<file path="config.mk">
export PLATFORM = sky130hd
export DESIGN_NAME = decode_seq
export DESIGN_NICKNAME = d
export VERILOG_FILES = /design/src/rtl/decode_seq.sv
export SDC_FILE = /design/constraint.sdc
export NUM_CORES = 1
export LEC_CHECK = 0
export BUFFER_PORTS_ARGS = -buffer_cell sky130_fd_sc_hd__buf_2
export CAP_MARGIN = 40
export CORE_MARGIN = 5
export CORE_UTILIZATION = 50
export CTS_CLUSTER_DIAMETER = 30
export DETAILED_ROUTE_END_ITERATION = 16
export PLACE_DENSITY = 0.86
export SLEW_MARGIN = 20
export SYNTH_ARGS = -nofsm -noshare
export SYNTH_HDL_FRONTEND = slang
export SYNTH_SLANG_ARGS = --single-unit
</file>
<file path="constraint.sdc">
create_clock -name clk -period 2 [get_ports clk]
set_input_delay 0.4 -clock clk [delete_from_list [all_inputs] [get_ports clk]]
set_output_delay 0.4 -clock clk [all_outputs]
set_load 0.02 [all_outputs]
</file>
<file path="src/rtl/decode_seq.sv">
// Instruction decoder with an internal Q1..Q4 phase sequencer, skip and branch flush control.
// Optional macro DECODE_SKIP_EN enables DECFSZ/INCFSZ/BTFSC/BTFSS skipping.
module decode_seq #(
   parameter int FAW = 5
) (
   input  logic             clk,
   input  logic             rst,
   input  logic [FAW+6:0]   instr_in,
   input  logic             zero_in,
   output logic [1:0]       phase,
   output logic [3:0]       alu_op,
   output logic             d,
   output logic             sel_k,
   output logic             ram_en,
   output logic             write_en,
   output logic             pc_load,
   output logic [FAW-1:0]   f_addr,
   output logic [2:0]       bit_num,
   output logic [FAW+2:0]   k,
   output logic             skip_taken
);

   localparam int IW = FAW + 7;
   localparam int KW = FAW + 3;

   typedef enum logic {EXEC, FLUSH} state_t;

   state_t          state, state_next;
   logic [IW-1:0]   ir;
   logic            wr_q, pcl_q;

   logic [3:0]      dec_alu;
   logic            dec_d, dec_sel_k, dec_ram_en, dec_wr, dec_pcl;

   logic [1:0]      cur_cls;
   logic [3:0]      cur_op;
   logic            cur_branch, cur_skip;

   // Decode of the word about to be latched; registered on the edge entering Q1.
   always_comb begin
      dec_alu    = 4'd1;
      dec_d      = 1'b0;
      dec_sel_k  = 1'b0;
      dec_ram_en = 1'b0;
      dec_wr     = 1'b0;
      dec_pcl    = 1'b0;
      case (instr_in[IW-1:IW-2])
         2'b00: begin
            dec_ram_en = 1'b1;
            dec_d      = instr_in[FAW];
            dec_wr     = 1'b1;
            case (instr_in[IW-3:IW-6])
               4'b0111: dec_alu = 4'd2;
               4'b0101: dec_alu = 4'd4;
               4'b0001: dec_alu = 4'd9;
               4'b1001: dec_alu = 4'd12;
               4'b0011: dec_alu = 4'd6;
               4'b1010: dec_alu = 4'd5;
               4'b0100: dec_alu = 4'd10;
               4'b1000: dec_alu = 4'd0;
               4'b0000: dec_alu = 4'd1;
               4'b1101: dec_alu = 4'd8;
               4'b1100: dec_alu = 4'd15;
               4'b0010: dec_alu = 4'd3;
               4'b1110: dec_alu = 4'd11;
               4'b0110: dec_alu = 4'd7;
               4'b1011: dec_alu = 4'd6;
               default: dec_alu = 4'd5;
            endcase
         end
         2'b01: begin
            case (instr_in[IW-3:IW-4])
               2'b00: begin
                  dec_alu = 4'd14; dec_ram_en = 1'b1; dec_d = 1'b1; dec_wr = 1'b1;
               end
               2'b01: begin
                  dec_alu = 4'd13; dec_ram_en = 1'b1; dec_d = 1'b1; dec_wr = 1'b1;
               end
               default: begin
`ifdef DECODE_SKIP_EN
                  dec_ram_en = 1'b1;
                  dec_d      = 1'b1;
`endif
               end
            endcase
         end
         2'b11: begin
            dec_sel_k = 1'b1;
            dec_wr    = 1'b1;
            casez (instr_in[IW-3:IW-6])
               4'b00??: dec_alu = 4'd0;
               4'b1000: dec_alu = 4'd10;
               4'b1001: dec_alu = 4'd4;
               4'b1010: dec_alu = 4'd7;
               4'b110?: dec_alu = 4'd3;
               4'b111?: dec_alu = 4'd2;
               default: dec_alu = 4'd1;
            endcase
         end
         default: begin
            dec_sel_k = 1'b1;
            dec_d     = 1'b1;
            dec_alu   = 4'd0;
            dec_pcl   = 1'b1;
         end
      endcase
   end

   // Flow decision for the instruction executing now; zero_in is judged during Q4.
   always_comb begin
      cur_cls    = ir[IW-1:IW-2];
      cur_op     = ir[IW-3:IW-6];
      cur_branch = (cur_cls == 2'b10);
`ifdef DECODE_SKIP_EN
      cur_skip = ((cur_cls == 2'b00) && ((cur_op == 4'b1011) || (cur_op == 4'b1111)) && zero_in)
              || ((cur_cls == 2'b01) && (cur_op[3:2] == 2'b10) && zero_in)
              || ((cur_cls == 2'b01) && (cur_op[3:2] == 2'b11) && !zero_in);
`else
      cur_skip = 1'b0;
`endif
      state_next = EXEC;
      if ((state == EXEC) && (cur_branch || cur_skip))
         state_next = FLUSH;
   end

   always_ff @(posedge clk) begin
      if (rst)
         state <= FLUSH;
      else if (phase == 2'd3)
         state <= state_next;
   end

   always_ff @(posedge clk) begin
      if (rst) begin
         phase  <= 2'd0;
         ir     <= '0;
         alu_op <= 4'd1;
         d      <= 1'b0;
         sel_k  <= 1'b0;
         ram_en <= 1'b0;
         wr_q   <= 1'b0;
         pcl_q  <= 1'b0;
      end else begin
         phase <= phase + 2'd1;
         if (phase == 2'd3) begin
            ir <= instr_in;
            if (state_next == EXEC) begin
               alu_op <= dec_alu;
               d      <= dec_d;
               sel_k  <= dec_sel_k;
               ram_en <= dec_ram_en;
               wr_q   <= dec_wr;
               pcl_q  <= dec_pcl;
            end else begin
               alu_op <= 4'd1;
               d      <= 1'b0;
               sel_k  <= 1'b0;
               ram_en <= 1'b0;
               wr_q   <= 1'b0;
               pcl_q  <= 1'b0;
            end
         end
      end
   end

   assign write_en   = wr_q  && (phase == 2'd3);
   assign pc_load    = pcl_q && (phase == 2'd3);
   assign skip_taken = cur_skip && (state == EXEC) && (phase == 2'd3);
   assign f_addr     = ir[FAW-1:0];
   assign bit_num    = ir[FAW+2:FAW];
   assign k          = ir[KW-1:0];

endmodule

</file>
[After elaboration in Yosys (flattened, before gate mapping)]
Memory sizes are Yosys's and may differ from the RTL's.
Index checks and enable logic that the tools add are counted.
Storage, ports and cells
  register bits after elaboration: 24
  memories: 1
  ROM bits: 64
Cells by class
  reduce and logical (&&, ||, !) cells: 9
  equality and inequality tests: 10
  bitwise operators: 1
  mux-type cells: 16
  $add $sub $neg: 1
Memory list
  (name not given): words 16, bits a word 4, rd ports 1, clocked after Yosys merged registers in 0, write ports 0, line 52  | case (instr_in[IW-3:IW-6])
Operators with widths (count)
  4-bit one-hot mux with 6 select lines: 1
  4-bit == test, second input constant: 3
  4-bit one-hot mux with 3 select lines: 1
  1-bit two-way mux: 9
  4-bit one-hot mux with 2 select lines: 1
  2-bit == test, second input constant: 3
  3-bit == test, second input constant: 2
  2-bit OR reduction: 3
  2-bit by 1-bit == test with 1-bit output, second input constant: 2
  2-bit logical NOT: 2
  4-bit two-way mux: 1
  1-bit one-hot mux with 2 select lines: 2
  1-bit logical AND: 3
  1-bit one-hot mux with 3 select lines: 1
  3-bit OR reduction: 1
  2-bit by 1-bit adder with 2-bit output, second input constant: 1
  1-bit NOT: 1

[Longest topological paths before layout]
  depth after elaboration: 5
  mapped depth: 6

[Worst setup path before layout]
No wires, ideal clock.
  kind: register -> output
  start point: register phase[0]
  end point: output port pc_load
  data required time: 1.600 ns
  setup slack: 0.405 ns
  stages on the path, launching flop included: 4
  arrival time: 1.195 ns
  path buffers: 1
  cells stage by stage: dfxtp_1 ha_1 buf_2 and2_1
On the way
  cells in the longest elaborated chain, start to end: 2
RTL lines
  start, declared: line 10  | output logic [1:0] phase,
  start signal, assigned: line 144  | phase <= phase + 2'd1;
  2-bit == test
  1-bit logical AND: line 167  | assign pc_load = pcl_q && (phase == 2'd3);
  end, declared: line 16  | output logic pc_load,
Every way passes these cells.

[Worst setup path in the final report]
  start point: register phase[0]
  end point: output port write_en
On the way
  cells in the longest elaborated chain, start to end: 2
RTL lines
  2-bit == test
  1-bit logical AND: line 166  | assign write_en = wr_q && (phase == 2'd3);
  end, declared: line 15  | output logic write_en,
Every way passes these cells.

==> results.sh <==
export IMPL_ys_flop_type="dfxtp_1"
export IMPL_status="complete, no violations"
export IMPL_hold_viol=0
export IMPL_cts_tree="yes"
export IMPL_synth_area_um2=1335
export IMPL_ios=43
export IMPL_reg2reg_slack_ns=0.47
export IMPL_ys_async_sr_fraction=0
export IMPL_synthesis_nets=173
export IMPL_cts_resized=0
export IMPL_postCtsHoldBufs=0
export IMPL_fin_total_pwr_mw=0.9790
export IMPL_cp_end_kind="output port"
export IMPL_synth_seq_cells=22
export IMPL_post_cts_buffers=0
export IMPL_die_height_um=61.67
export IMPL_dr_pass1_iters=4
export IMPL_grt_pass1_vias=976
export IMPL_p_sw_mw=0.2486
export IMPL_grt_max_degree=25
export IMPL_num_rows=18
export IMPL_dr_first_iter_drc_count=27
export IMPL_synth_distinct_cells=37
export IMPL_routed_wirelength_mm=2.667
export IMPL_cp_data_arrival_time_ns=1.37
export IMPL_reg2reg_from="phase[0]"
export IMPL_drt_vias_per_instance=5.245
export IMPL_start_util=0.5293
export IMPL_die_area_um2=3803
export IMPL_yosysWarnings=0
export IMPL_synth_top_area_share=0.3299
export IMPL_overflow=0
export IMPL_powerDensity_nw_per_um2=664.8
export IMPL_fin_crit_ns=1.765
export IMPL_fin_nets=196
export IMPL_stdcell_count=200
export IMPL_ant_nets=0
export IMPL_synth_avg_cell_area_um2=9.020
export IMPL_synth_edf_count=0
export IMPL_vias=1049
export IMPL_seqPwrFrac=0.474
export IMPL_seq_area_frac_synth=0.3299
export IMPL_max_freq_ghz=0.5665
export IMPL_numCtsBuffers=3
export IMPL_drc=0
export IMPL_synth_top_area_cell="dfxtp_1"
export IMPL_peakVddDrop_mv=0.6748
export IMPL_grt_antenna_before_repair=0
export IMPL_reg2reg_to="alu_op[0]"
export IMPL_die_w_um=61.67
export IMPL_r2r_cells=4
export IMPL_holdCritStartpoint="instr_in[1]"
export IMPL_cp_required_ns=1.60
export IMPL_critPathMaxFanout=11
export IMPL_hold_path_class="in -> reg"
export IMPL_fin_skew_ns=0.004221
export IMPL_port_buffers=40
export IMPL_min_path_cells=3
export IMPL_synth_commonest_cells="22 x dfxtp_1, 21 x nor2_1, 20 x buf_4"
export IMPL_p_leak_nw=0.6817
export IMPL_power_internal_mw=0.7304
export IMPL_finalSetupTns_ns=0
export IMPL_min_period_over_period=0.8826
export IMPL_setup_violations=0
export IMPL_synth_most_common_cell="dfxtp_1"
export IMPL_place_hpwl_mm=2.078
export IMPL_grt_pass1_wl_mm=4.174
export IMPL_drive_above_1_share=0.3294
export IMPL_hold_path_end="ir[1]"
export IMPL_coreArea_um2=2522
export IMPL_rsz0062_at_grt="no"
export IMPL_slew_viol_final=0
export IMPL_place_gp_congestion=0.8931
export IMPL_swShare=0.2539
export IMPL_synth_area_top_cells="dfxtp_1 33%, buf_4 11%, mux2i_1 11%"
export IMPL_htree_levels=1
export IMPL_p_clk_frac=0.343
export IMPL_critPathLaunchType="flop"
export IMPL_p_comb_frac=0.183
export IMPL_root_buffer="clkbuf_4"
export IMPL_antennaDiodeCount=0
export IMPL_clock_sinks=22
export IMPL_wl_per_cell_um=13.34
export IMPL_cts_buffer_depth=2
export IMPL_clk_latency_ns=0.31
export IMPL_synthCells=148
export IMPL_clk_pin_slew_worst_paths_ns=0.12
export IMPL_critPathKind="reg -> out"
export IMPL_dpl_cell_count=196
export IMPL_grt_usage=0.1469
export IMPL_maxCapViolCount=0
export IMPL_area_growth_pct=10.31
-- power by group through the flow --
stage / clock (mW) / sequential (mW) / combinational [mW]
6_report: 0.336 / 0.464 / 0.179
5_1_grt: 0.365 / 0.467 / 0.196
4_1_cts: 0.345 / 0.464 / 0.179
3_5_place_dp: 0 / 0.474 / 0.178
3_3_place_gp: 0 / 0.473 / 0.172
2_1_floorplan: 0 / 0.482 / 0.132
-- layout make-up --
| cell class | count | area [um2] |
|---|---|---|
| sequential | 22 | 440.4 |
| clock buffer | 3 | 22.52 |
| clock inverter | 1 | 30.03 |
| inverter | 6 | 22.52 |
| timing repair buffer | 42 | 215.2 |
| multi-input combinational | 96 | 704.4 |
| fill | 214 | 1050 |
| tap | 30 | 37.54 |
-- per-stage QoR --
| step | cell area, um2 | utilization | hold WS [ns] | setup slack (ns) |
|---|---|---|---|---|
| after floorplan | 1335 | - | 0.4410 | 0.4048 |
| after global placement | 1420 | 0.5630 | 0.4245 | 0.2177 |
| after detailed placement | 1420 | 0.5630 | 0.4351 | 0.1950 |
| after CTS | 1473 | 0.5838 | 0.3129 | 0.2172 |
| after global routing | 1473 | 0.5838 | 0.3126 | 0.1349 |
| final | 1473 | 0.5838 | 0.3186 | 0.2349 |
-- registers in the layout, indices dropped and copies added (netlist names) --
register,flops
alu_op,4
d,1
ir,10
pcl_q,1
phase,2
ram_en,1
sel_k,1
state,1
wr_q,1
-- metal layers --
metal,share of wire,vias to the layer above,GRT usage
li1,-,534,-
met1,0.40,485,0.1622
met2,0.54,26,0.2646
met3,0.045,4,0.03145
met4,0.015,0,0.06970
met5,0,-,0
-- cells in the final DEF (no fill, tap or decap), types with 2 or more instances in the layout --
master	Yosys	routed
and2_1	2	2
mux2i_1	15	15
clkbuf_4	0	3
buf_2	2	40
o211ai_1	2	2
or2_2	2	2
dfxtp_1	22	22
ha_1	10	10
buf_4	20	2
nand3_1	2	2
nor2_1	21	21
nor3_1	2	2
a21oi_1	11	11
mux2_2	2	2
nand2b_1	5	5
nand2_1	3	3
inv_1	5	5
-- worst max-delay path by stage --
| stage | to | startpoint | depth (start not counted) | slack [ns] |
|---|---|---|---|---|
| finish | write_en | phase[0] | 3 | 0.23 |
| global route | write_en | phase[0] | 3 | 0.13 |
| CTS | write_en | phase[0] | 3 | 0.22 |
| detailed placement | alu_op[1] | instr_in[7] | 7 | 0.20 |
| global placement | alu_op[1] | instr_in[7] | 7 | 0.22 |
| floorplan | pc_load | phase[0] | 3 | 0.40 |
-- worst max-delay path: stages (launching register included) --
cell and delay [ns]:
dfxtp_1 0.37, ha_1 0.35, and2_1 0.18, buf_2 0.16
-- cells by family after synthesis --
| group | Yosys count | synth area share |
|---|---|---|
| buffers and inverters | 30 | 0.1425 |
| AOI/OAI and AO/OA | 24 | 0.1265 |
| and+or+nand+nor | 43 | 0.1584 |
| DFF | 22 | 0.3299 |
| adders and majority gates | 10 | 0.09372 |
| muxes | 18 | 0.1462 |
| other | 1 | 0.002809 |
Note: power is estimated with default switching activity, not from simulation.
